[src/rtl/pipe_out_collector.sv]
// pipe_out_collector: FWFT FIFO collecting pipeline results with accept/drop counters, sticky overflow and XOR checksum
module pipe_out_collector #(
    parameter int W     = 8,
    parameter int DEPTH = 4
) (
    input  logic                       clk,
    input  logic                       rst_n,
    input  logic                       in_valid,
    input  logic [W-1:0]               in_data,
    output logic                       out_valid,
    input  logic                       out_ready,
    output logic [W-1:0]               out_data,
    output logic [$clog2(DEPTH):0]     level,
    output logic [15:0]                accept_cnt,
    output logic [7:0]                 drop_cnt,
    output logic                       overflow,
    output logic [W-1:0]               checksum
);
    localparam int AW = $clog2(DEPTH);
    localparam logic [AW:0] FULL = (AW+1)'(DEPTH);
    logic [W-1:0]  mem [DEPTH];
    logic [AW-1:0] rd_ptr, wr_ptr;
    logic          pop, push, drop, full;
    always_comb begin
        full      = level == FULL;
        out_valid = level != '0;
        out_data  = mem[rd_ptr];
        pop       = out_valid & out_ready;
        push      = in_valid & (~full | pop);
        drop      = in_valid & full & ~pop;
    end
    always_ff @(posedge clk) begin
        if (push) mem[wr_ptr] <= in_data;
    end
    always_ff @(posedge clk) begin
        if (!rst_n) begin
            rd_ptr     <= '0;
            wr_ptr     <= '0;
            level      <= '0;
            accept_cnt <= '0;
            drop_cnt   <= '0;
            overflow   <= 1'b0;
            checksum   <= '0;
        end else begin
            if (push) wr_ptr <= wr_ptr + AW'(1);
            if (pop) rd_ptr <= rd_ptr + AW'(1);
            level <= level + (AW+1)'(push) - (AW+1)'(pop);
            if (push) accept_cnt <= accept_cnt + 16'd1;
            if (push) checksum <= checksum ^ in_data;
            if (drop && drop_cnt != 8'hff) drop_cnt <= drop_cnt + 8'd1;
            if (drop) overflow <= 1'b1;
        end
    end
endmodule

[config.mk]
export PLATFORM = sky130hd
export DESIGN_NAME = pipe_out_collector
export DESIGN_NICKNAME = d
export VERILOG_FILES = /design/src/rtl/pipe_out_collector.sv
export SDC_FILE = /design/constraint.sdc
export NUM_CORES = 1
export LEC_CHECK = 0
export CAP_MARGIN = 10
export CORE_ASPECT_RATIO = 1.25
export CORE_UTILIZATION = 30
export CTS_CLUSTER_SIZE = 10
export DETAILED_ROUTE_END_ITERATION = 8
export PLACE_DENSITY = 0.49
export SKIP_CTS_REPAIR_TIMING = 1
export SYNTH_ARGS = -nofsm -noshare
export SYNTH_HDL_FRONTEND = slang
export SYNTH_SLANG_ARGS = --single-unit
[constraint.sdc]
create_clock -name clk -period 4.6 [get_ports clk]
set_input_delay 0.69 -clock clk [delete_from_list [all_inputs] [get_ports clk]]
set_output_delay 0.69 -clock clk [all_outputs]
set_load 0.05 [all_outputs]
==> results of run 1 <==
==> path summary, 6_finish.rpt <==
kind,from,endpoint,slack (ns),cells past startpoint
setup / recovery,out_ready,level[2],1.52,11
hold / removal,accept_cnt[15],accept_cnt[15],0.47,2
hold reg to reg,accept_cnt[15],accept_cnt[15],0.47,2
setup reg to reg,level[1],level[2],1.91,10
==> through the flow <==
stage	power, mW	cells
after CTS	2.15	444
after detailed placement	1.34	428
after floorplan	1.18	257
final	2.12	444
after global placement	1.34	428
after global routing	2.21	444
==> synthesized netlist by cell type (2+ instances only) <==
library cell | instances | area [sq um]
a21oi_1 | 13 | 65.1
and3_1 | 7 | 43.8
and4_1 | 2 | 17.5
clkbuf_1 | 11 | 41.3
dfxtp_1 | 42 | 841
edfxtp_1 | 32 | 961
ha_1 | 8 | 100
inv_1 | 8 | 30.0
mux4_2 | 8 | 180
nand2_1 | 12 | 45.0
nand2b_1 | 2 | 12.5
nand3_1 | 17 | 85.1
nand4_1 | 7 | 43.8
nor2_1 | 27 | 101
o21ai_0 | 6 | 30.0
o31ai_1 | 4 | 30.0
or3_1 | 5 | 31.3
or4_1 | 4 | 30.0
xnor2_1 | 5 | 43.8
xor2_1 | 19 | 166
==> worst max-delay path, cell delays in order <==
cell and delay [ns]:
clkdlybuf4s50_1 0.45, or4b_4 0.66, nand2_1 0.25, ha_1 0.26, inv_1 0.05, ha_1 0.13, inv_1 0.04, fa_1 0.37
xor2_1 0.19, xnor2_1 0.14, nor2_1 0.05
==> cell type report <==
type                    count  area, sq um  share of cell area (%)
flip-flops and latches     74         1800                    44.2
multi-input cells         161         1160                    28.5
repair buffers             58          576                    14.1
clock buffers              10          229                    5.62
well taps                 126          158                    3.87
clock inverters             6          115                    2.83
inverters                   9         33.8                   0.829
==> metal layers <==
metal | track usage (%) | vias to the layer above | wire length [um] | share of wire, %
li1 | - | 1041 | - | -
met1 | 15.2 | 995 | 2840 | 45
met2 | 21.8 | 53 | 3080 | 48
met3 | 3.64 | 9 | 322 | 5.1
met4 | 6.56 | 0 | 117 | 1.8
met5 | 0 | - | 0 | 0
==> flip-flops by register name (all words and copies together) (netlist names), named ones only <==
signal,flops
drop_cnt,8
wr_ptr,2
rd_ptr,2
overflow,1
accept_cnt,16
level,3
mem,32
checksum,8
==> where the power goes <==
group          internal (mW)  total [mW]  switching (mW)  leakage (nW)
combinational          0.202       0.517           0.315         0.619
clock                  0.531       0.799           0.268         0.163
sequential             0.746       0.804          0.0582         0.635
total                   1.48        2.12           0.641          1.42
==> cell families after synthesis <==
group / Yosys count / share of synthesized area [%]
xor gates and xnor gates: 24 / 6.89
DFF: 74 / 59.0
and+or+nand+nor: 91 / 15.6
muxes: 9 / 6.23
adders and majority gates: 9 / 3.93
AOI/OAI and AO/OA: 28 / 5.41
buffers and inverters: 22 / 2.95
==> flow_metrics.env, run 1 <==
export IMPL_fin_setup_tns_ns=0
export IMPL_route_detailed_wl_per_inst_um=14.3
export IMPL_worstSetupPathType="input port to register"
export IMPL_skew_ns=0.00468
export IMPL_crit_fanout=27
export IMPL_arrival_ns=3.29
export IMPL_setup_violations=0
export IMPL_start_kind="input port"
export IMPL_ios=57
export IMPL_antennaDiodeCount=0
export IMPL_timing_final_ws_setup_ns=1.52
export IMPL_fin_area_sq_mm=0.00407
export IMPL_cts_tree="done"
export IMPL_utilization_pct=41.7
export IMPL_numPortBuffers=56
export IMPL_min_period_ns=3.08
export IMPL_cts_buffers=9
export IMPL_final_common_cell="clkdlybuf4s50_1"
export IMPL_synth_top_flop_cell="dfxtp_1"
export IMPL_gp_congestion=0.694
export IMPL_dpl_cell_area_sq_mm=0.00373
export IMPL_syn_to_final_growth_pct=33.4
export IMPL_vias=2098
export IMPL_fin_crit_sh_pct=67.0
export IMPL_dpl_hpwl_mm=4.33
export IMPL_place_ws_ns=1.15
export IMPL_outcome="complete, no violations"
export IMPL_maxCapViolations=0
export IMPL_grt_util_all_layers_pct=13.0
export IMPL_report_final_hold_viol_count=0
export IMPL_syn_inst=257
export IMPL_final_cell_mix="56 x clkdlybuf4s50_1, 42 x dfxtp_1, 32 x edfxtp_1"
export IMPL_fp_row_count=40
export IMPL_p_leak_nw=1.42
export IMPL_crit_path_end_kind="register"
export IMPL_synthArstFlopShare_pct=0
export IMPL_die_w_um=92.2
export IMPL_antenna_left=0
export IMPL_hp_class="register to register"
export IMPL_initial_utilization_pct=31.3
export IMPL_die_area_sq_mm=0.0106
export IMPL_drive_gt1_share_pct=8.81
export IMPL_crit_required_ns=4.81
export IMPL_syn_num_nets=278
export IMPL_drc_errors=0
export IMPL_power_density_mw_per_mm2=521
export IMPL_grt_pass1_vias=2074
export IMPL_max_slew_margin_pct=33.7
export IMPL_viasPerCell=4.73
export IMPL_clkSlewWorstSetupHoldPaths_ns=0.06
export IMPL_ys_seq_area_share_pct=59.0
export IMPL_holdWs_ns=0.474
export IMPL_drt_total_wl_mm=6.36
export IMPL_grt_ovfl_total=0
export IMPL_grt_pass1_wl_mm=10.4
export IMPL_clock_latency_ns=0.33
export IMPL_core_sq_mm=0.00976
export IMPL_cts_root_buf="clkbuf_16"
export IMPL_antenna_found_initial=0
export IMPL_nNetsFinal=334
export IMPL_maxSlewViolCount=0
export IMPL_synth_seq_cells=74
export IMPL_synth_edf_count=32
export IMPL_synth_distinct_cells=38
export IMPL_syn_avg_cell_area_sq_um=11.9
export IMPL_die_y_um=115
export IMPL_tightest_slew_ns=0.980
export IMPL_max_vdd_ir_drop_uv=205
export IMPL_drtIter0Drc=41
export IMPL_syn_area_sq_mm=0.00305
export IMPL_clockBufferDepth=2
export IMPL_yosysWarnings=0
export IMPL_fill_cells=958
export IMPL_fmax_ghz=0.325
export IMPL_grt_max_degree=28
export IMPL_htreeDepth=3
export IMPL_rsz0062_at_grt="false"
export IMPL_cts_sinks=74
export IMPL_firstDrtPassIters=4
No activity file was read; power rests on OpenSTA's default activity.
==> run 2: changes to the inputs <==
--- a/config.mk
+++ b/config.mk
@@ -10,7 +10,7 @@
 export CORE_UTILIZATION = 30
 export CTS_CLUSTER_SIZE = 10
 export DETAILED_ROUTE_END_ITERATION = 8
-export PLACE_DENSITY = 0.49
+export PLACE_DENSITY = 0.51
 export SKIP_CTS_REPAIR_TIMING = 1
 export SYNTH_ARGS = -nofsm -noshare
 export SYNTH_HDL_FRONTEND = slang
==> constraint.sdc (replaced) <==
create_clock -name clk -period 2.7 [get_ports clk]
set_input_delay 0.405 -clock clk [delete_from_list [all_inputs] [get_ports clk]]
set_output_delay 0.405 -clock clk [all_outputs]
set_load 0.05 [all_outputs]
==> run 2 against run 1 <==
Net effect:
- via count increased by 1.2%
- setup slack worse by 1.3 ns
- sequential power grew 68%
- sequential share of layout area up 0.43 points
- sequential cell count unchanged
- largest power group unchanged
==> flow_metrics.env, run 2 (synthesis results as in run 1) <==
export IMPL_die_w_um=92.2
export IMPL_antenna_found_initial=0
export IMPL_core_sq_mm=0.00976
export IMPL_worstRegToRegCells=10
export IMPL_vias=2124
export IMPL_dpl_cell_area_sq_mm=0.00378
export IMPL_antenna_left=0
export IMPL_die_y_um=115
export IMPL_grt_pass1_wl_mm=11.0
export IMPL_cts_root_buf="clkbuf_16"
export IMPL_clockBufferDepth=2
export IMPL_die_area_sq_mm=0.0106
export IMPL_power_density_mw_per_mm2=822
export IMPL_grt_max_degree=27
export IMPL_fp_row_count=40
export IMPL_gp_congestion=0.732
export IMPL_drtIter0Drc=56
export IMPL_path_depth=3
export IMPL_p_leak_nw=1.41
export IMPL_path_cells="buf_4 -> mux4_2 -> clkdlybuf4s50_1"
export IMPL_hold_depth=2
export IMPL_fill_cells=957
export IMPL_initial_utilization_pct=31.3
export IMPL_cts_buffers=9
export IMPL_ios=57
export IMPL_max_stage_delay_ns=0.72
export IMPL_maxSlewViolCount=0
export IMPL_seq_area_sq_mm=0.00180
export IMPL_clkSlewWorstSetupHoldPaths_ns=0.05
export IMPL_grt_util_all_layers_pct=13.3
export IMPL_final_cell_mix="56 x clkdlybuf4s50_1, 40 x dfxtp_1, 32 x edfxtp_1"
export IMPL_cts_tree="done"
export IMPL_grt_ovfl_total=0
export IMPL_setup_violations=0
export IMPL_worstSetupPathType="register to output pin"
export IMPL_report_final_hold_viol_count=0
export IMPL_crit_fanout=8
export IMPL_skew_ns=0.00632
export IMPL_min_period_ns=2.48
export IMPL_viasPerCell=4.72
export IMPL_dpl_hpwl_mm=4.39
export IMPL_path_buf_inv=2
export IMPL_final_common_cell="clkdlybuf4s50_1"
export IMPL_nNetsFinal=340
export IMPL_max_slew_margin_pct=62.8
export IMPL_drc_errors=0
export IMPL_route_detailed_wl_per_inst_um=14.2
export IMPL_rsz0062_at_grt="false"
export IMPL_timing_final_ws_setup_ns=0.218
export IMPL_holdWs_ns=0.467
export IMPL_firstDrtPassIters=4
export IMPL_stdcell_count=450
export IMPL_hp_class="register to register"
export IMPL_tightest_slew_ns=0.543
export IMPL_slowest_stage="clkdlybuf4s50_1"
export IMPL_drive_gt1_share_pct=10.5
export IMPL_start_kind="register"
export IMPL_place_ws_ns=-0.0538
export IMPL_cts_sinks=74
export IMPL_crit_family="buffers and inverters"
export IMPL_fmax_ghz=0.403
export IMPL_arrival_ns=2.08
export IMPL_crit_required_ns=2.30
export IMPL_antennaDiodeCount=0
export IMPL_outcome="complete, no violations"
export IMPL_maxCapViolations=0
export IMPL_largest_register_ffs=32
export IMPL_power_mw=3.32
export IMPL_syn_to_final_growth_pct=32.3
export IMPL_max_vdd_ir_drop_uv=368
export IMPL_top_register="mem"
export IMPL_fin_area_sq_mm=0.00404
export IMPL_largestRegisters="mem x32, accept_cnt x16"
export IMPL_htreeDepth=3
export IMPL_fin_crit_sh_pct=91.9
export IMPL_clock_latency_ns=0.32
export IMPL_place_inst=434
export IMPL_numPortBuffers=56
export IMPL_crit_path_end_kind="output pin"
export IMPL_drt_total_wl_mm=6.41
export IMPL_grt_pass1_vias=2202
export IMPL_multi_input_area_sq_mm=0.00116
-- run 2: final cells by class --
cell class | count | share of cell area (%)
inverter | 9 | 0.836
multi-input combinational | 161 | 28.7
tap | 126 | 3.90
timing repair buffer | 64 | 15.4
clock inverter | 6 | 0.836
clock buffer | 10 | 5.67
sequential | 74 | 44.7
-- run 2: metal layers --
| metal | track usage (%) | routed length (um) | vias up |
|---|---|---|---|
| met3 | 3.51 | 390 | 9 |
| met5 | 0 | 0 | - |
| met1 | 15.9 | 2900 | 1015 |
| li1 | - | - | 1047 |
| met4 | 5.83 | 64 | 0 |
| met2 | 22.7 | 3050 | 53 |
-- run 2: tightest hold or removal path, stage by stage (launching register included) --
cell and delay (ns):
dfxtp_1 0.33, a21oi_1 0.04, nor2_1 0.07
-- run 2: through the flow --
stage / utilization, % / setup TNS [ns]
floorplan: - / 0
global placement: 38.7 / -0.0288
detailed placement: 38.7 / -0.0538
CTS: 41.4 / 0
global route: 41.4 / 0
finish: 41.4 / 0
-- run 2: path summary, 6_finish.rpt --
| kind | startpoint | to | slack [ns] |
|---|---|---|---|
| min reg2reg | overflow | overflow | 0.47 |
| max | register | out_data[0] | 0.22 |
| min | overflow | overflow | 0.47 |
| max reg2reg | level[0] | level[2] | 0.39 |
-- run 2: power breakdown --
group | internal [mW] | leakage [nW] | switching (mW) | total (mW)
registers | 1.27 | 0.636 | 0.0733 | 1.35
logic | 0.363 | 0.648 | 0.571 | 0.934
clock network | 0.613 | 0.127 | 0.426 | 1.04
total | 2.25 | 1.41 | 1.07 | 3.32
==> run 3: changes to the inputs <==
--- a/config.mk
+++ b/config.mk
@@ -5,13 +5,13 @@
 export SDC_FILE = /design/constraint.sdc
 export NUM_CORES = 1
 export LEC_CHECK = 0
+export ABC_AREA = 1
 export CAP_MARGIN = 10
 export CORE_ASPECT_RATIO = 1.25
 export CORE_UTILIZATION = 30
 export CTS_CLUSTER_SIZE = 10
 export DETAILED_ROUTE_END_ITERATION = 8
-export PLACE_DENSITY = 0.51
-export SKIP_CTS_REPAIR_TIMING = 1
+export PLACE_DENSITY = 0.5
 export SYNTH_ARGS = -nofsm -noshare
 export SYNTH_HDL_FRONTEND = slang
 export SYNTH_SLANG_ARGS = --single-unit
==> run 3 against run 2 <==
Net effect:
- first-iteration DRC count up 64%
- synthesized area up 8.4%
- via count up 24%
- count of clock-buffer cells in the layout unchanged
- clock skew up 0.0018 ns
- sequential power about the same
- combinational power up 15%
==> flow_metrics.env, run 3 <==
export IMPL_outcome="complete, no violations"
export IMPL_die_area_sq_mm=0.0115
export IMPL_slowest_stage="clkdlybuf4s50_1"
export IMPL_viasPerCell=4.48
export IMPL_min_period_ns=2.50
export IMPL_numPortBuffers=56
export IMPL_clock_latency_ns=0.33
export IMPL_utilization_pct=41.0
export IMPL_drc_errors=0
export IMPL_max_slew_margin_pct=65.7
export IMPL_core_sq_mm=0.0107
export IMPL_cts_tree="done"
export IMPL_synth_top_area_cell="edfxtp_1"
export IMPL_fill_cells=1087
export IMPL_cts_sinks=74
export IMPL_report_final_hold_viol_count=0
export IMPL_crit_path_end_kind="output pin"
export IMPL_top_register="mem"
export IMPL_power_density_mw_per_mm2=820
export IMPL_cts_buffers=9
export IMPL_drive_gt1_share_pct=8.75
export IMPL_drt_total_wl_mm=7.15
export IMPL_fin_crit_sh_pct=92.6
export IMPL_crit_fanout=16
export IMPL_synth_edf_count=32
export IMPL_setup_violations=0
export IMPL_fp_row_count=42
export IMPL_dpl_hpwl_mm=5.19
export IMPL_largest_register_ffs=32
export IMPL_yosys_area_top_type_share_pct=29.0
export IMPL_synth_distinct_cells=31
export IMPL_skew_ns=0.00815
export IMPL_yosysMostFrequentCell="nand2_1"
export IMPL_final_common_cell="nand2_1"
export IMPL_drtIter0Drc=92
export IMPL_grt_ovfl_total=0
export IMPL_syn_num_nets=404
export IMPL_firstDrtPassIters=4
export IMPL_synth_top_flop_cell="dfxtp_1"
export IMPL_largestRegisters="mem x32, accept_cnt x16"
export IMPL_yosysWarnings=0
export IMPL_fmax_ghz=0.400
export IMPL_tightest_slew_ns=0.512
export IMPL_start_kind="register"
export IMPL_maxSlewViolCount=0
export IMPL_ys_seq_area_share_pct=54.5
export IMPL_clockBufferDepth=2
export IMPL_path_cells="inv_1 -> o21ai_0 -> o22ai_1 -> clkdlybuf4s50_1"
export IMPL_postCtsResizedCells=0
export IMPL_synth_seq_cells=74
export IMPL_nNetsFinal=473
export IMPL_gp_congestion=0.770
export IMPL_syn_inst=383
export IMPL_antenna_found_initial=0
export IMPL_yosys_top_cells_area="edfxtp_1 29%, dfxtp_1 25%, nand2_1 7.7%"
export IMPL_die_y_um=119
export IMPL_hp_class="register to register"
export IMPL_route_detailed_wl_per_inst_um=12.1
export IMPL_crit_required_ns=2.30
export IMPL_max_stage_delay_ns=0.82
export IMPL_die_w_um=95.9
export IMPL_arrival_ns=2.10
export IMPL_fin_setup_tns_ns=0
export IMPL_syn_avg_cell_area_sq_um=8.64
export IMPL_antennaDiodeCount=0
export IMPL_synthArstFlopShare_pct=0
export IMPL_max_vdd_ir_drop_uv=285
export IMPL_p_leak_nw=1.65
export IMPL_ios=57
export IMPL_vias=2641
export IMPL_maxCapViolations=0
export IMPL_syn_area_sq_mm=0.00331
export IMPL_initial_utilization_pct=31.0
export IMPL_cts_setup_buffers=0
export IMPL_antenna_left=0
export IMPL_htreeDepth=3
export IMPL_grt_pass1_vias=2518
export IMPL_synth_commonest_cells="68 x nand2_1, 67 x nor2_1, 47 x inv_1"
export IMPL_hold_buffers=0
export IMPL_grt_pass1_wl_mm=12.1
export IMPL_rsz0062_at_grt="false"
export IMPL_grt_max_degree=31
export IMPL_clkSlewWorstSetupHoldPaths_ns=0.06
export IMPL_final_cell_mix="68 x nand2_1, 67 x nor2_1, 56 x clkdlybuf4s50_1"
export IMPL_grt_util_all_layers_pct=13.9
export IMPL_syn_to_final_growth_pct=32.2
export IMPL_cts_root_buf="clkbuf_16"
export IMPL_worstSetupPathType="register to output pin"
==> run 3: cell types whose count changed after synthesis, moves of 17 or more <==
cell	delta
xor2_1	-17
nand2_1	+56
inv_1	+39
nor2_1	+40
o21ai_0	+27
==> run 3: cells by family after synthesis <==
| family | synth area share, % |
|---|---|
| AO/OA/AOI/OAI | 11.3 |
| flip-flops | 54.5 |
| buffers and inverters | 6.88 |
| AND/OR/NAND/NOR | 22.4 |
| XOR/XNOR | 1.32 |
| adder cells (fa/ha/maj) | 3.63 |
==> run 3: worst max-delay path, delay by kind of cell, from the launching register on <==
kind	cells	cell delay (ns)
buffers and inverters	2	1.15
AO/OA/AOI/OAI	2	0.28
flip-flops	1	0.33
==> run 3: path summary, 6_finish.rpt <==
path / start / to / slack, ns / depth (start not counted)
max: register / out_data[5] / 0.20 / 4
min: checksum[2] / checksum[2] / 0.46 / 2
max reg2reg: level[1] / level[2] / 0.58 / 11
min reg2reg: checksum[2] / checksum[2] / 0.46 / 2
==> run 3: area by class of cell <==
type,instances,area (sq um),share of cell area [%]
clock buffers,10,229,5.24
inverters,50,188,4.29
well taps,132,165,3.78
clock inverters,6,67.6,1.55
repair buffers,67,643,14.7
flip-flops and latches,74,1800,41.2
multi-input cells,250,1280,29.2
==> run 3: layer usage <==
| metal | GRT usage (%) | share of wire (%) |
|---|---|---|
| met1 | 16.9 | 44 |
| met2 | 22.8 | 49 |
| met3 | 3.38 | 4.4 |
| met4 | 6.34 | 1.9 |
| met5 | 0 | 0 |
==> run 3: report_power, final <==
| group | switching [mW] | internal (mW) | leakage, nW |
|---|---|---|---|
| Combinational | 0.715 | 0.359 | 0.871 |
| Sequential | 0.0733 | 1.27 | 0.636 |
| Clock | 0.452 | 0.716 | 0.139 |
==> run 3: per-stage QoR <==
| step | setup WS, ns | instances | hold WS [ns] | power, mW | cell area (sq um) |
|---|---|---|---|---|---|
| 3_3_place_gp | 0.157 | 573 | 0.449 | 2.44 | 4080 |
| 3_5_place_dp | 0.0628 | 573 | 0.455 | 2.46 | 4080 |
| 6_report | 0.199 | 589 | 0.463 | 3.59 | 4370 |
| 5_1_grt | 0.0295 | 589 | 0.487 | 3.78 | 4370 |
| 2_1_floorplan | 0.152 | 383 | 0.442 | 2.09 | 3310 |
| 4_1_cts | 0.163 | 589 | 0.464 | 3.65 | 4370 |
